==> src/rtl/iccm_boot_loader.sv <==
// ============================================================================
// Module      : iccm_boot_loader
// Description : Packs UART bytes MSB-first into 32-bit words and writes them
//               to sequential ICCM addresses; releases the core on terminator.
// Revision    : 1.0 - initial release
// ============================================================================
`default_nettype none

module iccm_boot_loader #(
    parameter int          ADDR_WIDTH = 12,
    parameter int          DATA_WIDTH = 32,
    parameter logic [31:0] END_WORD   = 32'h0000_0FFF
) (
    input  logic                  clock,
    input  logic                  reset,
    input  logic                  rx_dv_i,
    input  logic [7:0]            rx_byte_i,
    output logic                  we_o,
    output logic [ADDR_WIDTH-1:0] addr_o,
    output logic [DATA_WIDTH-1:0] wdata_o,
    output logic                  core_reset_o,
    output logic                  done_o,
    output logic                  err_o
);

    localparam logic [0:0]            c_LOAD     = 1'b0;
    localparam logic [0:0]            c_DONE     = 1'b1;
    localparam logic [ADDR_WIDTH-1:0] c_ADDR_MAX = {ADDR_WIDTH{1'b1}};
    localparam logic [1:0]            c_LAST_BYTE = 2'd3;

    logic [0:0]            r_state;
    logic [0:0]            w_state_nxt;
    logic [1:0]            r_byte_cnt;
    logic [23:0]           r_shift;
    logic                  r_we;
    logic [ADDR_WIDTH-1:0] r_addr;
    logic [DATA_WIDTH-1:0] r_wdata;
    logic                  r_err;

    logic [31:0]           w_word;
    logic                  w_word_done;
    logic                  w_is_end;
    logic                  w_cap_hit;

    assign w_word      = {r_shift, rx_byte_i};
    assign w_word_done = (r_state == c_LOAD) && rx_dv_i && (r_byte_cnt == c_LAST_BYTE);
    assign w_is_end    = (w_word == END_WORD);
    // Write landing on the last address: memory is full, stop accepting words.
    assign w_cap_hit   = (r_state == c_LOAD) && r_we && (r_addr == c_ADDR_MAX);

    // State register
    always_ff @(posedge clock) begin
        if (reset) begin
            r_state <= c_LOAD;
        end else begin
            r_state <= w_state_nxt;
        end
    end

    // Next-state logic
    always_comb begin
        w_state_nxt = r_state;
        case (r_state)
            c_LOAD: begin
                if (w_cap_hit || (w_word_done && w_is_end)) begin
                    w_state_nxt = c_DONE;
                end
            end
            c_DONE:  w_state_nxt = c_DONE;
            default: w_state_nxt = c_LOAD;
        endcase
    end

    // Output decode
    always_comb begin
        core_reset_o = 1'b1;
        done_o       = 1'b0;
        case (r_state)
            c_LOAD: begin
                core_reset_o = 1'b1;
                done_o       = 1'b0;
            end
            c_DONE: begin
                core_reset_o = 1'b0;
                done_o       = 1'b1;
            end
            default: begin
                core_reset_o = 1'b1;
                done_o       = 1'b0;
            end
        endcase
    end

    // Byte assembly and write port; wdata is held apart from the shifter so
    // bytes arriving during a write pulse cannot disturb the word in flight.
    always_ff @(posedge clock) begin
        if (reset) begin
            r_byte_cnt <= 2'd0;
            r_shift    <= 24'd0;
            r_we       <= 1'b0;
            r_addr     <= '0;
            r_wdata    <= '0;
            r_err      <= 1'b0;
        end else begin
            r_we <= 1'b0;
            if (r_we && (r_addr != c_ADDR_MAX)) begin
                r_addr <= r_addr + 1'b1;
            end
            if (w_cap_hit) begin
                r_err <= 1'b1;
            end else if ((r_state == c_LOAD) && rx_dv_i) begin
                if (r_byte_cnt != c_LAST_BYTE) begin
                    r_shift    <= w_word[23:0];
                    r_byte_cnt <= r_byte_cnt + 2'd1;
                end else begin
                    r_byte_cnt <= 2'd0;
                    if (!w_is_end) begin
                        r_we    <= 1'b1;
                        r_wdata <= w_word[DATA_WIDTH-1:0];
                    end
                end
            end
        end
    end

    assign we_o    = r_we;
    assign addr_o  = r_addr;
    assign wdata_o = r_wdata;
    assign err_o   = r_err;

endmodule

`default_nettype wire

==> config.mk <==
export PLATFORM = sky130hd
export DESIGN_NAME = iccm_boot_loader
export DESIGN_NICKNAME = d
export VERILOG_FILES = /design/src/rtl/iccm_boot_loader.sv
export SDC_FILE = /design/constraint.sdc
export NUM_CORES = 1
export LEC_CHECK = 0
export ABC_AREA = 1
export BUFFER_PORTS_ARGS = -buffer_cell sky130_fd_sc_hd__buf_2
export CORE_UTILIZATION = 50
export DETAILED_ROUTE_END_ITERATION = 10
export GPL_TIMING_DRIVEN = 0
export PLACE_DENSITY = 0.73
export SLEW_MARGIN = 20
export SYNTH_ARGS = -nofsm -noshare
export SYNTH_HDL_FRONTEND = slang
export SYNTH_SLANG_ARGS = --single-unit
==> constraint.sdc <==
create_clock -name clock -period 4.4 [get_ports clock]
set_input_delay 1.1 -clock clock [delete_from_list [all_inputs] [get_ports clock]]
set_output_delay 1.1 -clock clock [all_outputs]
set_load 0.01 [all_outputs]
## After elaboration in Yosys (flattened, before gate mapping)

Cells that the tools add are included.

- Register bits after elaboration: 73
- Latch bits: 0
- Memory bits (writable): 0
- ROM bits: 0
- Logic and storage cells: 36
- Memories kept: 0

- Add/subtract/negate cells: 2
- $mul: 0
- Div/mod/pow operators: 0
- Order comparisons: 0
- Equal/unequal tests: 5
- Shift-type cells: 0
- Multiplexer cells: 6
- Bitwise operators: 5
- Reductions and logical operators: 11

Operators by type and width:

| kind | count |
|---|---|
| $eq 32x12->1 const B | 1 |
| $add 12x1->12 const B | 1 |
| $eq 12x12->1 const B | 1 |
| $ne 12x12->1 const B | 1 |
| $logic_and 1x1->1 | 6 |
| $pmux 1 s2 | 3 |
| $not 1->1 | 5 |
| $reduce_and 4->1 | 1 |
| $reduce_or 4->1 | 1 |
| $reduce_and 3->1 | 1 |
| $add 2x1->2 const B | 1 |
| $eq 2x2->1 const B | 1 |
| $mux 1 | 2 |
| $mux 2 | 1 |
| $ne 2x2->1 const B | 1 |
| $reduce_and 2->1 | 1 |
| $logic_or 1x1->1 | 1 |

## Longest topological paths before layout

Gate-level depths: netlist of the first run.

- Word-level depth: 7
- Depth in mapped cells: 11

## Worst setup path before layout of the first run

No wires, ideal clock.

- Kind: input -> register
- Start point: in rx_byte_i[2]
- End point: reg r_wdata[18] (netlist: wdata_o[18])
- Arrival time: 1.907 ns
- Data required time: 4.290 ns
- Slack: 2.383 ns
- Stages on the path: 10
- Buffers on the path: 1
- Cells stage by stage: nand2_1 nor2_1 nand2_1 nor2_1 nand2_1 nand3_4 buf_6 nand2_1 inv_1 nor2_1

- Longest elaborated chain between the ends: 3

Ends and longest elaborated chain:

| item | line | text |
|---|---|---|
| from (decl) | 17 | `input logic [7:0] rx_byte_i,` |
| $eq 32x12->1 | 47 | `assign w_is_end = (w_word == END_WORD);` |
| $not 1->1 (no line) | -- |  |
| $reduce_and 4->1 (no line) | -- |  |
| to (signal assigned) | 119 | `r_wdata <= w_word[DATA_WIDTH-1:0];` |
| to (decl) | 37 | `logic [DATA_WIDTH-1:0] r_wdata;` |

No other way between the ends.
A chain may end at the register's enable or synchronous reset.

## Worst setup path in the final report of the first run

- Start point: reg r_we (netlist: we_o)
- End point: out we_o

RTL lines:

| item | line | text |
|---|---|---|
| from (decl) | 35 | `logic r_we;` |
| from (signal assigned) | 100 | `r_we <= 1'b0;` |
| from (signal assigned) | 105 | `r_we <= 1'b0;` |
| from (signal assigned) | 118 | `r_we <= 1'b1;` |
| to (decl) | 18 | `output logic we_o,` |

No word-level cell between the ends.

==> impl_results.md, run 1 <==
- Clock latency reported for the late side of the worst-skew pair: 0.36 ns
- Clock-pin slew of the registers on the worst-case setup and hold paths: 0.08 ns
- Clock sink total: 73
- Total track usage: 22.3%
- Power density cells: 363 nW/um^2
- Initial Util: 51.8%
- Run status: finished clean
- Launching point of the worst reg2reg path: addr_o[0]
- Measured slew at the worst slew-check pin: 0.501 ns
- Met1 routed wirelength after detailed routing: 3780 microns
- Critical Setup Path Class: flop to output port
- Final period utilization: 46.4%
- Endpoint class of the critical path: output port
- Last weighted congestion value of the routability-driven placer: 0.848
- Reg-to-reg slack, setup: 2.70 ns
- Count of H-tree levels built during CTS: 3
- Normalized max-slew margin: 66.6%
- Instance count along the most critical hold path: 2
- Final critical delay including setup and external delays: 2.04 ns
- Gate family responsible for the most delay along the worst path: flip-flops
- Critical-path cell list: buf_2
- Sequential share of the synthesized area: 41.5%
- Detail-routed net length per standard cell: 11.0 microns
- Diodes inserted: 0
- Ys flop type: dfxtp_1
- Final setup fails: 0
- Post-Syn Instances: 552
- Overall die area: 7380 sq um
- Wire length on met2: 3560 microns
- Signal arrival time at the worst endpoint: 0.94 ns
- Top cell type's share of synthesized area: 41.5%
- Worst R2R End: addr_o[10]
- Commonest cells after routing, fill and taps aside: 159 x nand2_1, 108 x nor2_1, 98 x inv_1, 73 x dfxtp_1, 64 x buf_2
- Reg2reg path depth: 10
- Maximum fanout count along the critical path: 5
- Total overflow reported by the global router: 0
- Leak pwr: 2.18 nW
- First-pass GRT wire length: 13100 microns
- Critical-path cell with the highest stage delay: dfxtp_1
- Launch point of the worst hold path: err_o
- Aggregate routed wire length: 7900 microns
- Antenna violations before repair: 0
- Site row count: 30
- Final Instance Area: 4190 sq um
- Final setup TNS: 0 ns
- RSZ-0062 raised after global routing: false
- Drt first-iter violations: 144
- Maximum number of pins on one net before global-route repair: 13
- Min-delay worst type: flop to flop
- Fraction of layout instances using a drive strength above 1: 15.4%
- Number of buffers added by the clock tree synthesis step: 9
- DP Wirelength: 5670 microns
- Most frequent standard cell in the layout excluding fill and tap cells: nand2_1
- Count of distinct cell types in the synthesized netlist: 26
- Number of flops mapped to enable cells by yosys: 0
- Post-CTS Resized: 0
- Count of synthesis-stage warnings from yosys: 0
- Number of failing hold endpoints at the final stage: 0
- Async set-or-reset flop fraction in the synthesized netlist: 0%
- Number of global-route vias before repair: 2938
- Pre-Repair DR Iteration Count: 6
- Overall die height: 85.9 microns
- Per-instance average area after synthesis: 6.38 sq um
- CP bufs+invs: 1
- Yosys reg bits: 73
- Hold buffers post-CTS: 0
- Cell Area, Synth: 3520 sq um
- Clock root buffer: clkbuf_8
- Crit path launch type: flop
- Max-capacitance violation count: 0
- Vias per inst: 4.63
- Number of nets at the end of the flow: 633
- Nets in the synthesized netlist: 565
- Maximum buffer depth of the clock tree: 2
- Yosys top cell by area: dfxtp_1
- Worst VDD drop: 0.000195 V
- Number of port buffers: 57
- Antenna violation net count after detailed routing: 0
- Floorplan core area: 6790 sq um
- Detailed-route via count: 3339
- Clock tree from TritonCTS: built
- DR WL met3: 423 microns
- Ports placed on the boundary: 59
- Area after detailed placement: 3930 sq um
- Highest clock rate: 0.490 GHz
- Total DRC errors in the routed layout: 0
- Top layer reached by signal wires: met4
- Final max-slew violation count: 0
- Horizontal die dimension: 85.9 microns
- Skew final: 0.0107 ns
- Layout overhead on the synthesized area: 18.8%
- Post-CTS Repair Setup Buffers: 0
- Data required time at the worst endpoint: 3.30 ns
- Most area-consuming cells after synthesis: dfxtp_1 41%, nand2_1 17%, nor2_1 12%
- Slowest cell delay on critical path: 0.42 ns
- End of the worst hold path: err_o
flip-flops by register name (all words and copies together), names as in the netlist:
name	cells
addr_o	12
err_o	1
r_byte_cnt	2
r_shift	24
r_state	1
wdata_o	32
we_o	1
logic make-up (layout without fill, tap and decap cells):
logic type	after synthesis	count (layout)	share of synthesized area, %
simple gates	318	318	37.7
xor+xnor	2	2	0.497
fa+ha+maj	2	2	0.710
buf+inv	139	212	16.9
flops	73	73	41.5
compound gates	18	18	2.70
how the worst max path moves through the flow:
| stage | from | end | slack (ns) | depth (start not counted) |
|---|---|---|---|---|
| 6_report | we_o | we_o | 2.36 | 1 |
| 5_1_grt | rx_byte_i[0] | wdata_o[15] | 2.20 | 10 |
| 4_1_cts | addr_o[11] | addr_o[11] | 2.36 | 1 |
| 3_5_place_dp | rx_byte_i[5] | wdata_o[14] | 2.02 | 10 |
| 3_3_place_gp | rx_byte_i[5] | wdata_o[9] | 2.01 | 11 |
| 2_1_floorplan | rx_byte_i[2] | wdata_o[18] | 2.38 | 10 |
cells in the mapped netlist, types with 2 or more instances:
master    number
buf_6          8
dfxtp_1       73
clkbuf_1       7
nand4_1       34
o21ai_0        6
buf_2          7
inv_1         98
nand2_1      159
nor2_1       108
clkinv_1      13
nor2_2         2
nand3_1        9
nor3_1         2
ha_1           2
buf_1          3
a21oi_1        9
xor2_1         2
inv_2          2
per-layer routing:
layer	GRT usage (%)	vias to the layer above
li1	-	1769
met1	28.6	1468
met2	36.9	89
met3	4.04	13
met4	9.39	0
met5	0	-
cell type report:
class | count | area [sq um]
Clock buffer | 10 | 128
Fill cell | 655 | 2610
Sequential cell | 73 | 1460
Buffer | 26 | 170
Clock inverter | 6 | 130
Multi-Input combinational cell | 340 | 1470
Inverter | 113 | 424
Timing Repair Buffer | 57 | 285
Tap cell | 96 | 120
report_power, final:
group          total, mW  switching [mW]  leakage, nW  internal (mW)
Combinational      0.134          0.0868         1.46         0.0472
Sequential         0.697          0.0128        0.594          0.685
Clock              0.687           0.255        0.130          0.432
tightest hold or removal path: cells and delay by family, from the launching register on:
family	cells	cell delay (ns)
buffers and inverters	1	0.05
AOI/OAI and AO/OA	1	0.05
DFF	1	0.31
through the flow:
stage	std cells	hold WS, ns	setup slack (ns)	power (mW)	util (%)
after floorplan	552	0.443	2.38	0.807	-
after global placement	705	0.437	2.01	0.842	57.8
after detailed placement	705	0.448	2.02	0.844	57.8
after CTS	721	0.461	2.36	1.52	61.6
after global routing	721	0.486	2.20	1.57	61.6
final	721	0.456	2.36	1.52	61.6
No activity file was read; power rests on OpenSTA's default activity.
==> run 2: changes to the inputs <==
--- a/config.mk
+++ b/config.mk
@@ -10,7 +10,7 @@
 export CORE_UTILIZATION = 50
 export DETAILED_ROUTE_END_ITERATION = 10
 export GPL_TIMING_DRIVEN = 0
-export PLACE_DENSITY = 0.73
+export PLACE_DENSITY = 0.76
 export SLEW_MARGIN = 20
 export SYNTH_ARGS = -nofsm -noshare
 export SYNTH_HDL_FRONTEND = slang
==> constraint.sdc (replaced) <==
create_clock -name clock -period 1.7 [get_ports clock]
set_input_delay 0.425 -clock clock [delete_from_list [all_inputs] [get_ports clock]]
set_output_delay 0.425 -clock clock [all_outputs]
set_load 0.01 [all_outputs]
==> run 2 against run 1 <==
  * Sequential share of layout area fell by 0.83 points
  * Clock power rose to 2.5 times the previous value
  * Die area did not move
  * Routed wire length rose by 0.29%
  * Final cell count rose by 0.69%
  * Sequential power rose to 2.6 times the previous value
  * Combinational power rose to 2.6 times the previous value
==> impl_results.md, run 2 (synthesized netlist as in run 1, its figures left out) <==
- Final Instance Area: 4290 sq um
- Cell count after placement: 705
- Final critical delay including setup and external delays: 1.64 ns
- Maximum number of pins on one net before global-route repair: 13
- Ports placed on the boundary: 59
- Number of nets at the end of the flow: 638
- Area after detailed placement: 3930 sq um
- Crit path setup slack, layout: 0.0556 ns
- Detail-routed net length per standard cell: 10.9 microns
- Run status: finished clean
- Clock sink total: 73
- Antenna violation net count after detailed routing: 0
- Crit path launch type: flop
- Total power of the final layout: 3.91 mW
- Combinational group share of total power: 9.0%
- Measured slew at the worst slew-check pin: 0.488 ns
- Fraction of layout instances using a drive strength above 1: 18.1%
- Net switching fraction of the power: 23.5%
- Last weighted congestion value of the routability-driven placer: 0.842
- P_sw: 0.917 mW
- Overall die height: 85.9 microns
- Critical Setup Path Class: flop to flop
- Signal arrival time at the worst endpoint: 1.89 ns
- Most frequent standard cell in the layout excluding fill and tap cells: nand2_1
- DP Worst Slack: -0.0353 ns
- Total DRC errors in the routed layout: 0
- Number of global-route vias before repair: 2885
- FILL cells: 617
- Site row count: 30
- Data required time at the worst endpoint: 1.95 ns
- Total overflow reported by the global router: 0
- Count of H-tree levels built during CTS: 3
- Worst VDD drop: 0.000466 V
- Clock-pin slew of the registers on the worst-case setup and hold paths: 0.08 ns
- Diodes inserted: 0
- Floorplan core area: 6790 sq um
- Int Pwr: 2.99 mW
- Aggregate routed wire length: 7930 microns
- Commonest cells after routing, fill and taps aside: 158 x nand2_1, 107 x nor2_1, 96 x inv_1, 71 x dfxtp_1, 64 x buf_2
- Pre-Repair DR Iteration Count: 4
- Power density cells: 910 nW/um^2
- Normalized max-slew margin: 67.5%
- Detailed-route via count: 3398
- Final setup fails: 0
- Antenna violations before repair: 0
- Clock root buffer: clkbuf_8
- Number of buffers added by the clock tree synthesis step: 9
- Clock tree from TritonCTS: built
- Overall die area: 7380 sq um
- Maximum fanout count along the critical path: 8
- Min-delay worst type: input port to flop
- Relative contribution of sequential cells to total power: 46.1%
- Skew final: 0.0107 ns
- Number of failing hold endpoints at the final stage: 0
- Non-filler cells, final: 726
- Total track usage: 22.5%
- Number of port buffers: 57
- Flip-flop count of the largest register, all copies and words added: 32
- Highest clock rate: 0.608 GHz
- Drt first-iter violations: 228
- First-pass GRT wire length: 13100 microns
- Maximum buffer depth of the clock tree: 2
- Horizontal die dimension: 85.9 microns
- Leak pwr: 2.22 nW
- Fraction of power consumed by the clock network: 44.8%
- Final max-slew violation count: 0
- RSZ-0062 raised after global routing: true
- Layout overhead on the synthesized area: 21.9%
- Final period utilization: 96.7%
- DP Wirelength: 5610 microns
- Endpoint class of the critical path: flop
- Vias per inst: 4.68
- Max-capacitance violation count: 0
- Initial Util: 51.8%
- Clock latency reported for the late side of the worst-skew pair: 0.35 ns
-- run 2: changes by cell type in the layout (fill, tap and decap cells not counted), moves of 3 or more --
cell,delta
buf_4,+3
clkbuf_1,-4
clkbuf_2,+3
clkbuf_8,+3
-- run 2: area by class of cell --
class / count / area [sq um] / share of cell area [%]
plain buffers: 26 / 181 / 4.22
clock buffers: 12 / 165 / 3.85
repair buffers: 62 / 340 / 7.93
inverters: 113 / 428 / 9.97
multi-input cells: 340 / 1500 / 34.9
clock inverters: 4 / 97.6 / 2.27
well taps: 96 / 120 / 2.80
flip-flops and latches: 73 / 1460 / 34.1
-- run 2: what timing repair did --
item                                    4_1_cts  5_1_grt
setup buffers                                 0        3
hold buffers                                  0        0
pin swaps                                     0        1
cloned                                        0        2
resized for setup                             3       16
endpoints found under the setup margin       34       47
-- run 2: final timing paths --
check	startpoint	to	slack, ns	cells after the start
min reg2reg	err_o	err_o	0.46	2
max	addr_o[1]	addr_o[6]	0.06	10
max reg2reg	addr_o[1]	addr_o[6]	0.06	10
min	rx_byte_i[3]	r_shift[3]	0.34	3
-- run 2: metrics by stage --
| step | hold slack, ns | util [%] | TNS [ns] |
|---|---|---|---|
| floorplan | 0.443 | - | 0 |
| global placement | 0.437 | 57.8 | -0.215 |
| detailed placement | 0.452 | 57.8 | -0.275 |
| CTS | 0.335 | 61.8 | 0 |
| global route | 0.347 | 63.2 | -0.0598 |
| finish | 0.337 | 63.2 | 0 |
-- run 2: power by group through the flow --
| stage | sequential [mW] | clock, mW | combinational [mW] |
|---|---|---|---|
| floorplan | 1.84 | 0 | 0.246 |
| global placement | 1.84 | 0 | 0.337 |
| detailed placement | 1.84 | 0 | 0.345 |
| CTS | 1.80 | 1.77 | 0.349 |
| global route | 1.81 | 1.85 | 0.406 |
| finish | 1.80 | 1.75 | 0.352 |
-- run 2: layer usage --
metal / GRT usage [%] / vias to the layer above / wire length, microns
met5: 0 / - / 0
met4: 5.61 / 0 / 128
met3: 5.20 / 12 / 425
met2: 36.3 / 96 / 3590
met1: 30.3 / 1507 / 3780
li1: - / 1783 / -
-- run 2: critical path, cell delays in order, from the launching register on --
cell and delay (ns):
dfxtp_2 0.35, ha_2 0.20, nand3_2 0.13, inv_2 0.12, nand3_1 0.15, nand2_4 0.15
clkinvlp_4 0.18, nand2_1 0.12, nand2_1 0.05, nand2_1 0.05, nor2_1 0.04
==> run 3: changes to the inputs <==
--- a/config.mk
+++ b/config.mk
@@ -7,10 +7,11 @@
 export LEC_CHECK = 0
 export ABC_AREA = 1
 export BUFFER_PORTS_ARGS = -buffer_cell sky130_fd_sc_hd__buf_2
-export CORE_UTILIZATION = 50
+export CORE_UTILIZATION = 51
+export CTS_CLUSTER_DIAMETER = 40
 export DETAILED_ROUTE_END_ITERATION = 10
 export GPL_TIMING_DRIVEN = 0
-export PLACE_DENSITY = 0.76
+export PLACE_DENSITY = 0.77
 export SLEW_MARGIN = 20
 export SYNTH_ARGS = -nofsm -noshare
 export SYNTH_HDL_FRONTEND = slang
==> run 3 against run 2 <==
  * Clock skew down 0.0031 ns
  * Sequential share of layout area up 1.2 points
  * Maximum frequency up 7.4%
  * Routed wire length down 0.95%
  * Highest routed layer unchanged
  * Critical path type unchanged
  * Worst hold slack better by 0.0015 ns
  * Clock power down 29%
  * Total power down 13%
  * Die area down 1.9%
==> impl_results.md, run 3 (synthesized netlist as in run 1, its figures left out) <==
- Crit path launch type: flop
- Total track usage: 22.9%
- Relative contribution of sequential cells to total power: 53.1%
- Capture point of the worst path: wdata_o[23]
- Antenna violations before repair: 0
- Min-delay worst type: input port to flop
- Total DRC errors in the routed layout: 0
- Clock sink total: 73
- Number of global-route vias before repair: 3099
- Skew final: 0.00763 ns
- Detail-routed net length per standard cell: 11.2 microns
- Launching point of the worst reg2reg path: addr_o[5]
- GR met2 Demand/Resource: 38.6%
- Initial Util: 54.2%
- Clock-pin slew of the registers on the worst-case setup and hold paths: 0.08 ns
- Final setup fails: 0
- Overall die area: 7240 sq um
- Gate family responsible for the most delay along the worst path: simple AND/OR/NAND/NOR gates
- First-pass GRT wire length: 13200 microns
- RSZ-0062 raised after global routing: false
- Number of port buffers: 57
- Cell type with the highest occurrence count on the critical path: nand2_1
- Aggregate routed wire length: 7850 microns
- Vias per inst: 4.76
- Met1 Usage GRT: 28.4%
- Number of failing hold endpoints at the final stage: 0
- Antenna violation net count after detailed routing: 0
- P_sw: 0.898 mW
- Ports placed on the boundary: 59
- Pre-Repair DR Iteration Count: 4
- Critical Setup Path Class: flop to flop
- Commonest cells after routing, fill and taps aside: 158 x nand2_1, 106 x nor2_1, 96 x inv_1, 71 x dfxtp_1, 64 x buf_2
- Total area of sequential cells: 1460 sq um
- Number of nets at the end of the flow: 635
- Area after detailed placement: 3900 sq um
- Int Pwr: 2.50 mW
- Site row count: 29
- Net switching fraction of the power: 26.4%
- Maximum fanout count along the critical path: 10
- Maximum buffer depth of the clock tree: 2
- Post-route worst hold slack: 0.339 ns
- Clock latency reported for the late side of the worst-skew pair: 0.35 ns
- Layout overhead on the synthesized area: 17.8%
- Final Instance Area: 4150 sq um
- Reg-to-reg slack, setup: 0.17 ns
- Critical-path cell with the highest stage delay: dfxtp_1
- Max-capacitance violation count: 0
- Reg2reg path depth: 9
- Number of buffers added by the clock tree synthesis step: 9
- Critical path depth: 9
- Slowest cell delay on critical path: 0.41 ns
- Endpoint class of the critical path: flop
- Fraction of met3 tracks used by global routing: 3.70%
- Run status: finished clean
- Horizontal die dimension: 85.1 microns
- Highest-utilization routing layer at the global route stage: met2
- Clock root buffer: clkbuf_8
- FILL cells: 645
- Floorplan core area: 6490 sq um
- Measured slew at the worst slew-check pin: 0.483 ns
- Diodes inserted: 0
- Count of H-tree levels built during CTS: 3
- Data required time at the worst endpoint: 1.95 ns
- Leak pwr: 2.17 nW
- Final critical delay including setup and external delays: 1.53 ns
- Power density cells: 819 nW/um^2
- Detailed-route via count: 3349
- Combinational group share of total power: 10.3%
- Area of combinational cells with multiple inputs: 1510 sq um
- Flip-flop count of the largest register, all copies and words added: 32
- CP bufs+invs: 3
- Worst VDD drop: 0.000450 V
- Total overflow reported by the global router: 0
- Clock tree from TritonCTS: built
- Most frequent standard cell in the layout excluding fill and tap cells: nand2_1
- Final max-slew violation count: 0
- Last weighted congestion value of the routability-driven placer: 0.848
- Critical-path cell list: nand2_1, nor2_4, nand4_4, buf_6, nand3_4, buf_8, nand2_1, clkinv_1, nor2_1
- Launch point of the worst path: addr_o[5]
- Fraction of power consumed by the clock network: 36.6%
- Maximum number of pins on one net before global-route repair: 12
- Highest clock rate: 0.653 GHz
- Drt first-iter violations: 180
- Signal arrival time at the worst endpoint: 1.78 ns
- Normalized max-slew margin: 67.8%
- Fraction of layout instances using a drive strength above 1: 17.4%
- Final period utilization: 90.1%
- DP Wirelength: 5670 microns
- Overall die height: 85.1 microns
- Worst R2R End: wdata_o[23]
[run 3: changes by cell type in the layout (fill, tap and decap cells not counted), moves of 2 or more]
cell	before	now
buf_4	4	2
clkbuf_1	4	6
bufinv_16	3	0
clkinv_2	0	3
clkinvlp_4	2	0
[run 3: worst min path at each step]
stage,start,endpoint,slack [ns],depth (start not counted)
4_1_cts,rx_byte_i[0],r_shift[0],0.33,3
2_1_floorplan,r_byte_cnt[0],r_byte_cnt[0],0.44,2
6_report,rx_byte_i[0],r_shift[0],0.34,3
3_3_place_gp,err_o,err_o,0.44,2
3_5_place_dp,err_o,err_o,0.46,2
5_1_grt,rx_byte_i[0],r_shift[0],0.35,3
[run 3: stage by stage]
stage	TNS [ns]	utilization (%)	total power, mW	std cells	setup slack (ns)
global placement	-0.0499	60.1	2.18	686	-0.00908
CTS	0	62.8	3.42	702	0.00360
finish	0	63.9	3.40	704	0.168
floorplan	0	-	2.09	552	0.151
detailed placement	-0.0828	60.1	2.19	686	-0.0234
global route	0	63.9	3.55	704	0.00321
[run 3: worst register-to-register path, stage by stage, from the launching register on]
cell and delay [ns]:
dfxtp_1 0.41, nand2_1 0.14, nor2_4 0.17, nand4_4 0.13
buf_6 0.17, nand3_4 0.13, buf_8 0.15, nand2_1 0.06
clkinv_1 0.04, nor2_1 0.04
[run 3: timing repair]
action                                  in CTS  in global routing
hold buffers                                 0                  0
endpoints found under the setup margin      22                 56
hold endpoints to repair                     0                  0
cloned                                       0                  1
buffers inserted                             0                  1
gates resized for setup                      2                 21
[run 3: area by class of cell]
class	instances	share of cell area (%)
Multi-Input combinational cell	340	36.3
Sequential cell	73	35.3
Inverter	113	10.2
Timing Repair Buffer	59	7.18
Buffer	26	4.52
Clock buffer	13	3.83
Tap cell	77	2.32
Clock inverter	3	0.362
[run 3: metal layers]
layer  vias to the layer above  routed length [microns]
li1                       1776                        -
met1                      1475                     3630
met2                        84                     3650
met3                        14                      414
met4                         0                      151
met5                         -                        0
[run 3: power groups by stage]
| stage | Sequential, mW | Combinational, mW | Clock (mW) |
|---|---|---|---|
| after CTS | 1.80 | 0.346 | 1.27 |
| after global routing | 1.81 | 0.406 | 1.33 |
| after floorplan | 1.84 | 0.246 | 0 |
| final | 1.80 | 0.350 | 1.24 |
| after global placement | 1.84 | 0.336 | 0 |
| after detailed placement | 1.84 | 0.344 | 0 |
